--- src/rtl/alu_pkg.sv ---
// Shared encodings for the pipelined adder/subtractor: operation mode and
// flag-vector layout.
package alu_pkg;

    typedef enum logic {
        MODE_ADD = 1'b0,
        MODE_SUB = 1'b1
    } mode_e;

    localparam int FLG_S = 0;
    localparam int FLG_Z = 1;
    localparam int FLG_C = 2;
    localparam int FLG_P = 3;
    localparam int FLG_V = 4;
    localparam int FLG_W = 5;

endpackage

--- src/rtl/pipelined_addsub_flags_if.sv ---
// Operand/result handshake bundle between operand-fetch, the adder pipeline
// and writeback.
interface pipelined_addsub_flags_if #(parameter int WIDTH = 16);

    logic             in_valid;
    logic             in_ready;
    logic [WIDTH-1:0] X;
    logic [WIDTH-1:0] Y;
    logic             sub;
    logic             out_valid;
    logic             out_ready;
    logic [WIDTH-1:0] Z;
    logic             Sign;
    logic             Zero;
    logic             Carry;
    logic             Parity;
    logic             Overflow;

    modport master (
        output in_valid, X, Y, sub, out_ready,
        input  in_ready, out_valid, Z, Sign, Zero, Carry, Parity, Overflow
    );

    modport slave (
        input  in_valid, X, Y, sub, out_ready,
        output in_ready, out_valid, Z, Sign, Zero, Carry, Parity, Overflow
    );

endinterface

--- src/rtl/addsub_segment.sv ---
// SEG-bit ripple-carry adder built from a chain of full-adder cells; one
// instance per pipeline stage.
module addsub_segment #(
    parameter int SEG = 4
) (
    input  logic [SEG-1:0] a,
    input  logic [SEG-1:0] b,
    input  logic           cin,
    output logic [SEG-1:0] s,
    output logic           cout
);

    logic c [0:SEG];

    assign c[0] = cin;

    for (genvar i = 0; i < SEG; i++) begin : g_fa
        assign s[i]     = a[i] ^ b[i] ^ c[i];
        assign c[i + 1] = (a[i] & b[i]) | (c[i] & (a[i] ^ b[i]));
    end

    assign cout = c[SEG];

endmodule

--- src/rtl/pipelined_addsub_flags.sv ---
// WIDTH-bit add/subtract pipelined one SEG-bit segment per stage, with a
// single global advance so every stage shifts or holds together.
module pipelined_addsub_flags
    import alu_pkg::*;
#(
    parameter int WIDTH = 16,
    parameter int SEG   = 4
) (
    input  logic                      clk,
    input  logic                      rst,
    pipelined_addsub_flags_if.slave   bus
);

    localparam int STAGES = WIDTH / SEG;
    localparam int LAST   = STAGES - 1;
    localparam int MSB    = WIDTH - 1;

    if ((WIDTH % SEG) != 0 || WIDTH < SEG) begin : g_bad_cfg
        $error("WIDTH must be a non-zero multiple of SEG");
    end

    logic                          adv;
    logic [STAGES-1:0]             vi;
    logic [STAGES-1:0]             ci;
    logic [STAGES-1:0]             co;
    logic [STAGES-1:0][WIDTH-1:0]  xi;
    logic [STAGES-1:0][WIDTH-1:0]  yi;
    logic [STAGES-1:0][WIDTH-1:0]  zi;
    logic [STAGES-1:0][WIDTH-1:0]  zd;

    logic [STAGES-1:0]             v_q;
    logic [STAGES-1:0]             c_q;
    logic [STAGES-1:0][WIDTH-1:0]  x_q;
    logic [STAGES-1:0][WIDTH-1:0]  y_q;
    logic [STAGES-1:0][WIDTH-1:0]  z_q;

    logic [FLG_W-1:0]              flg_d;
    logic [FLG_W-1:0]              flg_q;
    logic [WIDTH-1:0]              z_fin;

    assign adv = ~v_q[LAST] | bus.out_ready;

    // Stage 0 takes the bus operands with Y already inverted for subtract;
    // later stages take the previous stage's registered payload and carry.
    for (genvar k = 0; k < STAGES; k++) begin : g_stage
        logic [SEG-1:0]   sum;
        logic [WIDTH-1:0] z_new;

        if (k == 0) begin : g_head
            assign xi[k] = bus.X;
            assign yi[k] = (bus.sub == MODE_SUB) ? ~bus.Y : bus.Y;
            assign zi[k] = '0;
            assign ci[k] = (bus.sub == MODE_SUB);
            assign vi[k] = bus.in_valid;
        end else begin : g_body
            assign xi[k] = x_q[k-1];
            assign yi[k] = y_q[k-1];
            assign zi[k] = z_q[k-1];
            assign ci[k] = c_q[k-1];
            assign vi[k] = v_q[k-1];
        end

        addsub_segment #(.SEG(SEG)) u_seg (
            .a    (xi[k][k*SEG +: SEG]),
            .b    (yi[k][k*SEG +: SEG]),
            .cin  (ci[k]),
            .s    (sum),
            .cout (co[k])
        );

        always_comb begin
            z_new                = zi[k];
            z_new[k*SEG +: SEG]  = sum;
        end

        assign zd[k] = z_new;
    end

    assign z_fin = zd[LAST];

    always_comb begin
        flg_d        = '0;
        flg_d[FLG_S] = z_fin[MSB];
        flg_d[FLG_Z] = ~|z_fin;
        flg_d[FLG_C] = co[LAST];
        flg_d[FLG_P] = ~^z_fin;
        flg_d[FLG_V] = (xi[LAST][MSB] == yi[LAST][MSB]) && (z_fin[MSB] != xi[LAST][MSB]);
    end

    // Payload only loads behind a valid token, so bubbles leave the last
    // result (and its flags) parked on the outputs.
    always_ff @(posedge clk or posedge rst) begin
        if (rst) begin
            v_q   <= '0;
            c_q   <= '0;
            x_q   <= '0;
            y_q   <= '0;
            z_q   <= '0;
            flg_q <= '0;
        end else if (adv) begin
            v_q <= vi;
            for (int k = 0; k < STAGES; k++) begin
                if (vi[k]) begin
                    x_q[k] <= xi[k];
                    y_q[k] <= yi[k];
                    z_q[k] <= zd[k];
                    c_q[k] <= co[k];
                end
            end
            if (vi[LAST]) begin
                flg_q <= flg_d;
            end
        end
    end

    logic unused_tail;
    assign unused_tail = ^{x_q[LAST], y_q[LAST], c_q[LAST]};

    assign bus.in_ready  = adv;
    assign bus.out_valid = v_q[LAST];
    assign bus.Z         = z_q[LAST];
    assign bus.Sign      = flg_q[FLG_S];
    assign bus.Zero      = flg_q[FLG_Z];
    assign bus.Carry     = flg_q[FLG_C];
    assign bus.Parity    = flg_q[FLG_P];
    assign bus.Overflow  = flg_q[FLG_V];

endmodule
--- src/flat_wrapper.sv ---
// flat-port wrapper written by rule: the top's interface ports become plain ports
module pipelined_addsub_flags_flat import alu_pkg::*;
#(
    parameter int WIDTH = 16,
    parameter int SEG   = 4
)
  (clk, rst, bus_in_valid, bus_X, bus_Y, bus_sub, bus_out_ready, bus_in_ready, bus_out_valid, bus_Z, bus_Sign, bus_Zero, bus_Carry, bus_Parity, bus_Overflow);
  pipelined_addsub_flags_if #(.WIDTH(WIDTH)) bus_i ();
  input  logic clk;
  input  logic rst;
  input wire logic [$bits(bus_i.in_valid)-1:0] bus_in_valid;
  input wire logic [$bits(bus_i.X)-1:0] bus_X;
  input wire logic [$bits(bus_i.Y)-1:0] bus_Y;
  input wire logic [$bits(bus_i.sub)-1:0] bus_sub;
  input wire logic [$bits(bus_i.out_ready)-1:0] bus_out_ready;
  output wire logic [$bits(bus_i.in_ready)-1:0] bus_in_ready;
  output wire logic [$bits(bus_i.out_valid)-1:0] bus_out_valid;
  output wire logic [$bits(bus_i.Z)-1:0] bus_Z;
  output wire logic [$bits(bus_i.Sign)-1:0] bus_Sign;
  output wire logic [$bits(bus_i.Zero)-1:0] bus_Zero;
  output wire logic [$bits(bus_i.Carry)-1:0] bus_Carry;
  output wire logic [$bits(bus_i.Parity)-1:0] bus_Parity;
  output wire logic [$bits(bus_i.Overflow)-1:0] bus_Overflow;
  assign bus_i.in_valid = bus_in_valid;
  assign bus_i.X = bus_X;
  assign bus_i.Y = bus_Y;
  assign bus_i.sub = bus_sub;
  assign bus_i.out_ready = bus_out_ready;
  assign bus_in_ready = bus_i.in_ready;
  assign bus_out_valid = bus_i.out_valid;
  assign bus_Z = bus_i.Z;
  assign bus_Sign = bus_i.Sign;
  assign bus_Zero = bus_i.Zero;
  assign bus_Carry = bus_i.Carry;
  assign bus_Parity = bus_i.Parity;
  assign bus_Overflow = bus_i.Overflow;
  pipelined_addsub_flags #(.WIDTH(WIDTH), .SEG(SEG)) u_core (.clk(clk), .rst(rst), .bus(bus_i));
endmodule
--- config.mk ---
export PLATFORM = sky130hd
export DESIGN_NAME = pipelined_addsub_flags_flat
export DESIGN_NICKNAME = d
export VERILOG_FILES = /design/src/rtl/alu_pkg.sv /design/src/rtl/pipelined_addsub_flags_if.sv /design/src/rtl/addsub_segment.sv /design/src/rtl/pipelined_addsub_flags.sv /design/src/flat_wrapper.sv
export SDC_FILE = /design/constraint.sdc
export NUM_CORES = 1
export LEC_CHECK = 0
export ABC_CLOCK_PERIOD_IN_PS = 3850
export BUFFER_PORTS_ARGS = -buffer_cell sky130_fd_sc_hd__clkbuf_2
export CAP_MARGIN = 20
export CORE_MARGIN = 2
export CORE_UTILIZATION = 50
export DETAILED_ROUTE_END_ITERATION = 7
export PLACE_DENSITY = 0.7
export SLEW_MARGIN = 30
export SYNTH_ARGS = -nofsm -noshare
export SYNTH_HDL_FRONTEND = slang
export SYNTH_HIERARCHICAL = 1
export SYNTH_SLANG_ARGS = --single-unit
--- constraint.sdc ---
create_clock -name clk -period 3.85 [get_ports clk]
set_clock_uncertainty 0.2 [all_clocks]
set_input_delay 0.1925 -clock clk [delete_from_list [all_inputs] [get_ports clk]]
set_output_delay 0.1925 -clock clk [all_outputs]
set_load 0.005 [all_outputs]
==> reports/metrics.yaml <==
status:
  status: "finished clean"
timing:
  final.setup.tns_ps: 0
  max_freq_ghz: 0.305
  grt_setup_unrepaired: "no"
  post-route-min-period_ps: 3280
  worst_slew_pin_slew_ps: 655
  finalMaxSlewViolations: 0
  worst_slew_margin_rel: 0.564
  fin_crit_sh: 0.851
  finalHoldViolations: 0
  finalSetupViolCount: 0
clocking:
  cts_tree: "yes"
  h-tree-depth: 3
  cts_setup_buffers: 0
  root_buffer: "clkbuf_8"
  clock_latency_ps: 350
  cts.sinks: 99
  clk_pin_slew_worst_paths_ps: 90
  clock_path_buffers: 2
  cts_buffers: 9
route:
  num_vias: 2608
  routedWlPerCell_microns: 12.3
  antenna_left: 0
  via_per_inst: 4.51
  drt-pass1-iter-count: 4
  finalWirelength_microns: 7140
  drtIter0Drc: 84
  drc_errors: 0
logic_synthesis:
  synth_fp_nets: 423
  avgSynthCellArea_sq_um: 13.2
  synth_edf_count: 0
  yosys_warnings: 6
  yosys_most_used_dff: "dfrtp_1"
  synth-seq-cells: 99
  synthArstFlopShare: 1.00
  synth_cell_types: 25
  synth-seq-area-share: 0.519
  synth_cells: 362
  synth_area_sq_mm: 0.00477
global_routing:
  grt_overflow: 0
  grt_pass1_vias: 2651
  use_met1: 0.216
  grt_max_degree: 77
  antenna_found_initial: 0
  grt_usage: 0.156
  use_met3: 0.0366
  grt_first_pass_wirelength_microns: 12400
  use_met2: 0.242
  grt-busiest-layer: "met2"
die:
  initial_core_util: 0.516
  die_x_microns: 102
  die-area_sq_mm: 0.0103
  die_h_microns: 102
  rows: 35
  io_pins: 60
  core_area_sq_mm: 0.00924
placed_design:
  dpl_cell_area_sq_mm: 0.00510
  dp_hpwl_microns: 5160
  gp_congestion: 0.738
  place.port_buffers: 59
critical_path:
  rr_endpoint: "u_core/flg_q[3]"
  crit_type: "reg2reg"
  crit_path_start: "u_core/x_q[44]"
  cp_common_cell: "inv_1"
  reg2reg_slack_ps: 570
  worstSetupStartpointType: "flop"
  cp-end-kind: "flop"
  cp_slowest_cell: "fa_1"
  slowest_delay_ps: 420
  cp_max_fo: 3
  reg2regPathDepth: 14
  arrival_ps: 3290
  reg2reg_from: "u_core/x_q[44]"
  cp.required_ps: 3860
  cp_cell_sequence: "fa_1 -> inv_1 -> fa_1 -> inv_1 -> fa_1 -> inv_1 -> fa_1 -> inv_1 -> inv_1 -> ha_1 -> xor2_1 -> xnor2_1 -> xnor2_1 -> o21ai_0"
  crit_end: "u_core/flg_q[3]"
layout:
  area_growth_pct: 16.4
  finalInstanceArea_sq_mm: 0.00555
  seq_area_sq_mm: 0.00248
  num-nets-final: 505
  n_fill_cell: 759
  final_layout_size_suffix_gt1_frac: 0.321
  multi_input_area_sq_mm: 0.00194
  diodes: 0
power:
  peakVddDrop_mv: 0.401
  powerDensity_mw_per_mm2: 824
  finalPower_mw: 4.58
  leakage_nw: 2.86
hold_path:
  worst_hold_path_type: "in2reg"
job:
  max_cap_violations: 0
-- kinds of logic after synthesis --
group	after synthesis	share of synthesized area
flops	99	0.519
buf+inv	73	0.0745
mux	64	0.194
simple gates	47	0.0483
compound gates	32	0.0341
fa+ha+maj	24	0.0881
xor+xnor	23	0.0422
-- cells in the mapped netlist, types with 2 or more instances --
| library cell | instances | share of area |
|---|---|---|
| ha_1 | 8 | 0.021 |
| inv_1 | 57 | 0.045 |
| mux2_4 | 54 | 0.17 |
| xor2_1 | 5 | 0.0092 |
| dfrtp_1 | 99 | 0.52 |
| nand2_4 | 2 | 0.0047 |
| nand2_1 | 37 | 0.029 |
| xnor2_1 | 18 | 0.033 |
| o21ai_0 | 30 | 0.031 |
| mux2_2 | 10 | 0.024 |
| nand4_1 | 2 | 0.0026 |
| buf_4 | 3 | 0.0047 |
| buf_6 | 8 | 0.019 |
| buf_2 | 3 | 0.0031 |
| fa_1 | 16 | 0.067 |
-- power breakdown --
group,switching (mW),internal [mW],leakage (nW),total (mW)
Sequential,0.298,1.51,1.19,1.81
Clock,0.326,0.301,0.0906,0.627
Combinational,0.929,1.21,1.58,2.14
-- flip-flops by register name (all words and copies together), names as in the netlist --
name,flops
u_core/bus.Z,15
u_core/c_q,3
u_core/flg_q,5
u_core/g_stage.z_new,24
u_core/v_q,4
u_core/x_q,24
u_core/y_q,24
-- final cells by class --
type / instances / area share
Sequential cell: 99 / 0.446
Multi-Input combinational cell: 190 / 0.349
Timing Repair Buffer: 86 / 0.101
Inverter: 58 / 0.0410
Tap cell: 129 / 0.0291
Clock buffer: 12 / 0.0243
Clock inverter: 4 / 0.00924
-- what timing repair did --
item	CTS	global route
endpoints found under the hold margin	102	0
resized for setup	0	0
hold buffers	26	0
-- worst min-delay path by stage --
stage	startpoint	endpoint	slack, ps	cells past startpoint
2_1_floorplan	bus_X[10]	u_core/x_q[10]	140	1
3_3_place_gp	rst	u_core/bus.Z[4]	220	2
3_5_place_dp	rst	u_core/bus.Z[4]	230	2
4_1_cts	bus_X[2]	u_core/g_stage[1].z_new[2]	60	3
5_1_grt	bus_X[2]	u_core/g_stage[1].z_new[2]	70	3
6_report	bus_X[2]	u_core/g_stage[1].z_new[2]	70	3
-- worst max-delay path: cells and delay by family, from the launching register on --
family / cells / cell delay [ps]
AOI/OAI and AO/OA: 1 / 80
xor gates and xnor gates: 3 / 500
adders and majority gates: 5 / 1610
buffers and inverters: 5 / 340
DFF: 1 / 410
-- metrics by stage --
stage | utilization | instances | hold slack [ps] | setup WS (ps)
after global placement | 0.552 | 536 | 221 | 657
after floorplan | - | 362 | 141 | 754
after detailed placement | 0.552 | 536 | 229 | 567
after CTS | 0.601 | 578 | 55.8 | 549
final | 0.601 | 578 | 70.1 | 574
after global routing | 0.601 | 578 | 65.9 | 373
-- placed cells by master, fill, tap and decap left out, types with 2 or more instances in the layout --
| master | count |
|---|---|
| dlygate4sd3_1 | 26 |
| fa_1 | 16 |
| nand4_1 | 2 |
| clkbuf_8 | 9 |
| ha_1 | 8 |
| dfrtp_1 | 99 |
| clkbuf_1 | 3 |
| xor2_1 | 5 |
| xnor2_1 | 18 |
| nand2_1 | 37 |
| mux2_4 | 54 |
| clkbuf_2 | 59 |
| inv_1 | 56 |
| o21ai_0 | 30 |
| inv_6 | 2 |
| mux2_2 | 10 |
| nand2_4 | 2 |
-- metal layers --
layer	wire [microns]	up-vias
met1	3550	1235
met4	99	0
li1	-	1313
met2	3230	51
met3	249	9
met5	0	-
Power figures use the tool's default switching activity.
